`src/rtl/overlay_motion_sched_if.sv`:
```
// Frame-tick control in, overlay origin/visibility state out, for overlay_motion_sched.
interface overlay_motion_sched_if;
    logic       frame_tick;
    logic       run;
    logic [6:0] origin_x;
    logic [5:0] origin_y;
    logic       dir_x;
    logic       dir_y;
    logic       text_visible;
    logic       corner_hit;
    logic [7:0] bounce_count;

    modport master (
        output frame_tick, run,
        input  origin_x, origin_y, dir_x, dir_y, text_visible, corner_hit, bounce_count
    );

    modport slave (
        input  frame_tick, run,
        output origin_x, origin_y, dir_x, dir_y, text_visible, corner_hit, bounce_count
    );
endinterface

```
`src/rtl/overlay_motion_sched.sv`:
```
// Vblank-stepped bouncing origin for the "TT08" tile overlay, with a blink pause on corner hits.
// Optional OVERLAY_LFSR_EN: pseudo-random relocation of the origin when the blink pause ends.
module overlay_motion_sched #(
    parameter int TILE_W_MAX   = 80,
    parameter int TILE_H_MAX   = 60,
    parameter int BOX_W        = 23,
    parameter int BOX_H        = 9,
    parameter int X_INIT       = 30,
    parameter int Y_INIT       = 24,
    parameter int FRAME_DIV    = 2,
    parameter int BLINK_PERIOD = 4,
    parameter int PAUSE_FRAMES = 16
) (
    input  logic                   clk,
    input  logic                   rst_n,
    overlay_motion_sched_if.slave  bus
);
    localparam int X_MAX = TILE_W_MAX - BOX_W;
    localparam int Y_MAX = TILE_H_MAX - BOX_H;
    localparam int DW    = $clog2(FRAME_DIV + 1);
    localparam int BW    = $clog2(BLINK_PERIOD + 1);
    localparam int PW    = $clog2(PAUSE_FRAMES + 1);

    typedef enum logic [1:0] {IDLE, MOVE, BLINK} state_t;

    state_t        state_q, state_d;
    logic [DW-1:0] div_q, div_d;
    logic [BW-1:0] blink_q, blink_d;
    logic [PW-1:0] pause_q, pause_d;
    logic [6:0]    x_q, x_d;
    logic [5:0]    y_q, y_d;
    logic          dx_q, dx_d, dy_q, dy_d;
    logic          vis_q, vis_d, ch_q, ch_d;
    logic [7:0]    bc_q, bc_d;
    logic          x_bnc, y_bnc;

    // A bounce flips direction; the step then goes one tile in the new direction.
    assign x_bnc = dx_q ? (x_q >= 7'(X_MAX)) : (x_q == 7'd0);
    assign y_bnc = dy_q ? (y_q >= 6'(Y_MAX)) : (y_q == 6'd0);

`ifdef OVERLAY_LFSR_EN
    logic [7:0] lfsr_q, lfsr_d;

    assign lfsr_d = {lfsr_q[6:0], lfsr_q[7] ^ lfsr_q[5] ^ lfsr_q[4] ^ lfsr_q[3]};

    always_ff @(posedge clk or negedge rst_n) begin
        if (!rst_n)              lfsr_q <= 8'hA5;
        else if (bus.frame_tick) lfsr_q <= lfsr_d;
    end
`endif

    always_comb begin
        state_d = state_q;
        div_d   = div_q;
        blink_d = blink_q;
        pause_d = pause_q;
        x_d     = x_q;
        y_d     = y_q;
        dx_d    = dx_q;
        dy_d    = dy_q;
        vis_d   = vis_q;
        bc_d    = bc_q;
        ch_d    = 1'b0;
        if (bus.frame_tick) begin
            if (!bus.run) begin
                if (state_q != IDLE) begin
                    state_d = IDLE;
                    vis_d   = 1'b1;
                    div_d   = '0;
                    blink_d = '0;
                    pause_d = '0;
                end
            end else begin
                unique case (state_q)
                    IDLE: begin
                        state_d = MOVE;
                        div_d   = '0;
                    end
                    MOVE: begin
                        if (div_q == DW'(FRAME_DIV - 1)) begin
                            div_d = '0;
                            dx_d  = dx_q ^ x_bnc;
                            dy_d  = dy_q ^ y_bnc;
                            x_d   = (dx_q ^ x_bnc) ? x_q + 7'd1 : x_q - 7'd1;
                            y_d   = (dy_q ^ y_bnc) ? y_q + 6'd1 : y_q - 6'd1;
                            if ((x_bnc || y_bnc) && bc_q != 8'hFF) bc_d = bc_q + 8'd1;
                            if (x_bnc && y_bnc) begin
                                ch_d    = 1'b1;
                                state_d = BLINK;
                                vis_d   = 1'b0;
                                blink_d = '0;
                                pause_d = '0;
                            end
                        end else begin
                            div_d = div_q + 1'b1;
                        end
                    end
                    BLINK: begin
                        if (pause_q == PW'(PAUSE_FRAMES - 1)) begin
                            state_d = MOVE;
                            vis_d   = 1'b1;
                            div_d   = '0;
                            blink_d = '0;
                            pause_d = '0;
`ifdef OVERLAY_LFSR_EN
                            x_d = ({1'b0, lfsr_d[5:0]} > 7'(X_MAX)) ? 7'(X_MAX) : {1'b0, lfsr_d[5:0]};
                            y_d = (lfsr_d[7:2] > 6'(Y_MAX)) ? 6'(Y_MAX) : lfsr_d[7:2];
`endif
                        end else begin
                            pause_d = pause_q + 1'b1;
                            if (blink_q == BW'(BLINK_PERIOD - 1)) begin
                                vis_d   = ~vis_q;
                                blink_d = '0;
                            end else begin
                                blink_d = blink_q + 1'b1;
                            end
                        end
                    end
                    default: state_d = IDLE;
                endcase
            end
        end
    end

    always_ff @(posedge clk or negedge rst_n) begin
        if (!rst_n) begin
            state_q <= IDLE;
            div_q   <= '0;
            blink_q <= '0;
            pause_q <= '0;
            x_q     <= 7'(X_INIT);
            y_q     <= 6'(Y_INIT);
            dx_q    <= 1'b1;
            dy_q    <= 1'b1;
            vis_q   <= 1'b1;
            ch_q    <= 1'b0;
            bc_q    <= 8'd0;
        end else begin
            state_q <= state_d;
            div_q   <= div_d;
            blink_q <= blink_d;
            pause_q <= pause_d;
            x_q     <= x_d;
            y_q     <= y_d;
            dx_q    <= dx_d;
            dy_q    <= dy_d;
            vis_q   <= vis_d;
            ch_q    <= ch_d;
            bc_q    <= bc_d;
        end
    end

    assign bus.origin_x     = x_q;
    assign bus.origin_y     = y_q;
    assign bus.dir_x        = dx_q;
    assign bus.dir_y        = dy_q;
    assign bus.text_visible = vis_q;
    assign bus.corner_hit   = ch_q;
    assign bus.bounce_count = bc_q;
endmodule
```
`src/flat_wrapper.sv`:
```
// flat-port wrapper written by rule: the top's interface ports become plain ports
module overlay_motion_sched_flat 
#(
    parameter int TILE_W_MAX   = 80,
    parameter int TILE_H_MAX   = 60,
    parameter int BOX_W        = 23,
    parameter int BOX_H        = 9,
    parameter int X_INIT       = 30,
    parameter int Y_INIT       = 24,
    parameter int FRAME_DIV    = 2,
    parameter int BLINK_PERIOD = 4,
    parameter int PAUSE_FRAMES = 16
)
  (clk, rst_n, bus_frame_tick, bus_run, bus_origin_x, bus_origin_y, bus_dir_x, bus_dir_y, bus_text_visible, bus_corner_hit, bus_bounce_count);
  overlay_motion_sched_if bus_i ();
  input  logic clk;
  input  logic rst_n;
  input wire logic [$bits(bus_i.frame_tick)-1:0] bus_frame_tick;
  input wire logic [$bits(bus_i.run)-1:0] bus_run;
  output wire logic [$bits(bus_i.origin_x)-1:0] bus_origin_x;
  output wire logic [$bits(bus_i.origin_y)-1:0] bus_origin_y;
  output wire logic [$bits(bus_i.dir_x)-1:0] bus_dir_x;
  output wire logic [$bits(bus_i.dir_y)-1:0] bus_dir_y;
  output wire logic [$bits(bus_i.text_visible)-1:0] bus_text_visible;
  output wire logic [$bits(bus_i.corner_hit)-1:0] bus_corner_hit;
  output wire logic [$bits(bus_i.bounce_count)-1:0] bus_bounce_count;
  assign bus_i.frame_tick = bus_frame_tick;
  assign bus_i.run = bus_run;
  assign bus_origin_x = bus_i.origin_x;
  assign bus_origin_y = bus_i.origin_y;
  assign bus_dir_x = bus_i.dir_x;
  assign bus_dir_y = bus_i.dir_y;
  assign bus_text_visible = bus_i.text_visible;
  assign bus_corner_hit = bus_i.corner_hit;
  assign bus_bounce_count = bus_i.bounce_count;
  overlay_motion_sched #(.TILE_W_MAX(TILE_W_MAX), .TILE_H_MAX(TILE_H_MAX), .BOX_W(BOX_W), .BOX_H(BOX_H), .X_INIT(X_INIT), .Y_INIT(Y_INIT), .FRAME_DIV(FRAME_DIV), .BLINK_PERIOD(BLINK_PERIOD), .PAUSE_FRAMES(PAUSE_FRAMES)) u_core (.clk(clk), .rst_n(rst_n), .bus(bus_i));
endmodule
```
`config.mk`:
```
export PLATFORM = sky130hd
export DESIGN_NAME = overlay_motion_sched_flat
export DESIGN_NICKNAME = d
export VERILOG_FILES = /design/src/rtl/overlay_motion_sched_if.sv /design/src/rtl/overlay_motion_sched.sv /design/src/flat_wrapper.sv
export SDC_FILE = /design/constraint.sdc
export NUM_CORES = 1
export LEC_CHECK = 0
export ABC_AREA = 1
export CORE_UTILIZATION = 60
export CTS_CLUSTER_DIAMETER = 200
export DETAILED_ROUTE_END_ITERATION = 10
export PLACE_DENSITY_LB_ADDON = 0.12
export SYNTH_ARGS = -nofsm -noshare
export SYNTH_HDL_FRONTEND = slang
export SYNTH_SLANG_ARGS = --single-unit
export TNS_END_PERCENT = 10
```
`constraint.sdc`:
```
create_clock -name clk -period 6.27 [get_ports clk]
set_input_delay 0.627 -clock clk [delete_from_list [all_inputs] [get_ports clk]]
set_output_delay 0.627 -clock clk [all_outputs]
set_load 0.05 [all_outputs]
```
==> impl_metrics.toml <==
[outcome]
status = "complete, no violations"

[placed_design]
portBuffers = 28
dp.cells = 370
dp_hpwl_mm = 3.34
gp_congestion = 0.847

[cells_and_area]
mostFrequentLayoutCells = "nand2_1 (81), inv_1 (36), dfrtp_1 (28), clkdlybuf4s50_1 (27), o21ai_0 (20)"
drive_above_1_share = 0.155
seq_area_sq_um = 937
layout.cells.non_filler = 378
diodes = 0
fillers = 294
multi_input_area_sq_mm = 0.00125
nNetsFinal = 351
area_growth_pct = 17.5
layout_commonest_cell = "nand2_1"

[synth]
synth_edf_count = 0
syn_avg_cell_area_sq_um = 7.97
synthFlopType = "dfrtp_1"
synth_area_leader_cell = "dfrtp_1"
syn_area_sq_mm = 0.00237
synth_warnings = 0
async_reset_ff_frac = 1.00
syn_inst = 297
ys_ff_latch = 37
ys_top_cells_by_area = "dfrtp_1 (30%), nand2_1 (13%), dfstp_2 (10%), ha_1 (8.5%), inv_1 (5.7%)"
ys_seq_area_frac = 0.396
yosys.cell_types.count = 33
yosysTopAreaCellShare = 0.296
synth_fp_nets = 319

[clocking]
root_buffer = "clkbuf_8"
clk_latency_ns = 0.29
path_clk_slew_ns = 0.07
hold_buffers = 0
post-cts-setup-buffers = 0
cts_buffer_depth = 2
cts-htree-levels = 2
cts_tree = "yes"
numCtsBuffers = 5
numClockSinks = 37
post_cts_resized = 0

[floorplan]
die_w_um = 64.8
core_area_sq_mm = 0.00372
die_h_um = 64.8
dieArea_sq_mm = 0.00420
io_pins = 29
placementRows = 22
initial_core_util = 0.637

[detailed_routing]
drt_wl_total_mm = 4.41
drtAntennaViolNets = 0
vias = 1990
dr.pass1.iters = 4
viasPerCell = 5.26
wl_per_cell_um = 11.7
drc = 0
drt_iter0_drc = 100

[sta]
maxSlewViolCount = 0
hold_violations = 0
finClkSkew_ns = 0.00367
finalCriticalPeriod_ns = 2.70
slew_headroom = 0.459
fmax_ghz = 0.371
finalSetupTns_ns = 0
rsz0062_at_grt = "false"
worstMarginPinSlew_ns = 0.811
period_share = 0.430
setup_viol = 0

[critical_path]
crit_fanout = 20
cp.required_ns = 6.46
critPathLaunch = "bus_run"
critPathCaptureType = "flop"
worst_path_max_delay_cell = "nand4_1"
r2r-end = "u_core.bus.bounce_count[3]$_DFFE_PN0P_"
crit_type = "in -> reg"
cpPeakStageDelay_ns = 0.59
crit_chain = "clkdlybuf4s50_1, nand2_1, inv_1, nand4_1, inv_2, nand3_4, inv_2, nand2_1, nand2_1, nand2_1"
rr_worst_depth = 11
timing.rr.start = "u_core.state_q[1]$_DFFE_PN0P_"
cp-endpoint = "u_core.bus.bounce_count[3]$_DFFE_PN0P_"
path_depth = 10
reg2reg_slack_ns = 3.80
worst_ep_arrival_time_ns = 2.88
crit_top_cell = "nand2_1"
critPathTopFamily = "buffers and inverters"
critPathBufInv = 4
cp-start-kind = "input pin"

[run]
drv_cap = 0

[global_route]
grt_use_total = 0.243
grt_pass1_wl_mm = 7.89
antenna_found_initial = 0
grt_pass1_vias = 1795
overflow = 0
grt_max_degree = 38

[pwr]
powerDensity_mw_per_mm2 = 553
peakVddDrop_mv = 0.454
power_uw = 1540
p_leak_uw = 0.00135

[hold_path]
hold_path_class = "in -> async"
worst register-to-register path: stages (launching register included):
cell and delay [ns]:
dfrtp_1 0.42, inv_1 0.10, ha_1 0.16, nand2_1 0.09
inv_1 0.08, nand4_1 0.59, inv_2 0.45, nand3_4 0.17
inv_2 0.15, nand2_1 0.06, nand2_1 0.05, nand2_1 0.04
power by group:
group / leakage (uW) / switching, uW / internal (uW) / total [uW]
clock: 0.0000542 / 82.5 / 99.3 / 182
combinational: 0.000830 / 610 / 333 / 943
sequential: 0.000464 / 86.0 / 329 / 415
total: 0.00135 / 779 / 762 / 1540
cells in the mapped netlist, drive strengths merged (2+ instances only):
library cell	count
dfrtp	28
nor3	3
ha	16
nand4	6
o21ai	26
dfstp	9
inv	41
xnor2	3
a31oi	4
xor2	8
nor2	22
fa	2
a21oi	9
buf	3
or2	4
nand2	92
nand3	16
how the worst min path moves through the flow:
stage                                              from                                   to  slack, ns  depth (start not counted)
floorplan                                         rst_n        u_core.blink_q[0]$_DFFE_PN0P_       0.33                          0
global placement    u_core.bus.text_visible$_DFFE_PN1P_  u_core.bus.text_visible$_DFFE_PN1P_       0.46                          2
detailed placement  u_core.bus.text_visible$_DFFE_PN1P_  u_core.bus.text_visible$_DFFE_PN1P_       0.47                          2
CTS                                               rst_n        u_core.pause_q[4]$_DFFE_PN0P_       0.46                          1
global route                                      rst_n        u_core.pause_q[4]$_DFFE_PN0P_       0.50                          1
finish                                            rst_n        u_core.pause_q[4]$_DFFE_PN0P_       0.43                          1
stage by stage:
step	instance area, sq um	util	worst slack, ns	hold slack [ns]
after floorplan	2370	-	3.97	0.331
after global routing	2780	0.749	3.31	0.502
after global placement	2680	0.722	3.34	0.462
final	2780	0.749	3.57	0.426
after detailed placement	2680	0.722	3.29	0.466
after CTS	2780	0.749	3.60	0.460
state kept, by name (all words and copies together) (netlist names):
name and flops:
u_core.blink_q 3, u_core.bus.bounce_count 8, u_core.bus.corner_hit 1, u_core.bus.dir_x 1, u_core.bus.dir_y 1, u_core.bus.origin_x 7, u_core.bus.origin_y 6, u_core.bus.text_visible 1
u_core.div_q 2, u_core.pause_q 5, u_core.state_q 2
cell families (layout without fill, tap and decap cells):
group           Yosys count  count (layout)  synth area share
compound gates           40              40            0.0956
xor+xnor                 11              11            0.0407
fa+ha+maj                18              18             0.101
buf+inv                  45              78            0.0755
flops                    37              37             0.396
simple gates            146             146             0.291
metal layers:
metal,vias up,GRT usage,wire [um]
met3,6,0.0528,126
met5,-,0,0
met1,938,0.331,2130
li1,1017,-,-
met2,29,0.395,2110
met4,0,0.0583,38
final cells by class:
cell class / count / area share
Multi-Input combinational cell: 215 / 0.450
Tap cell: 48 / 0.0216
Inverter: 42 / 0.0566
Timing Repair Buffer: 28 / 0.0989
Clock buffer: 7 / 0.0346
Sequential cell: 37 / 0.337
Clock inverter: 1 / 0.00180
No activity file was read; power rests on OpenSTA's default activity.
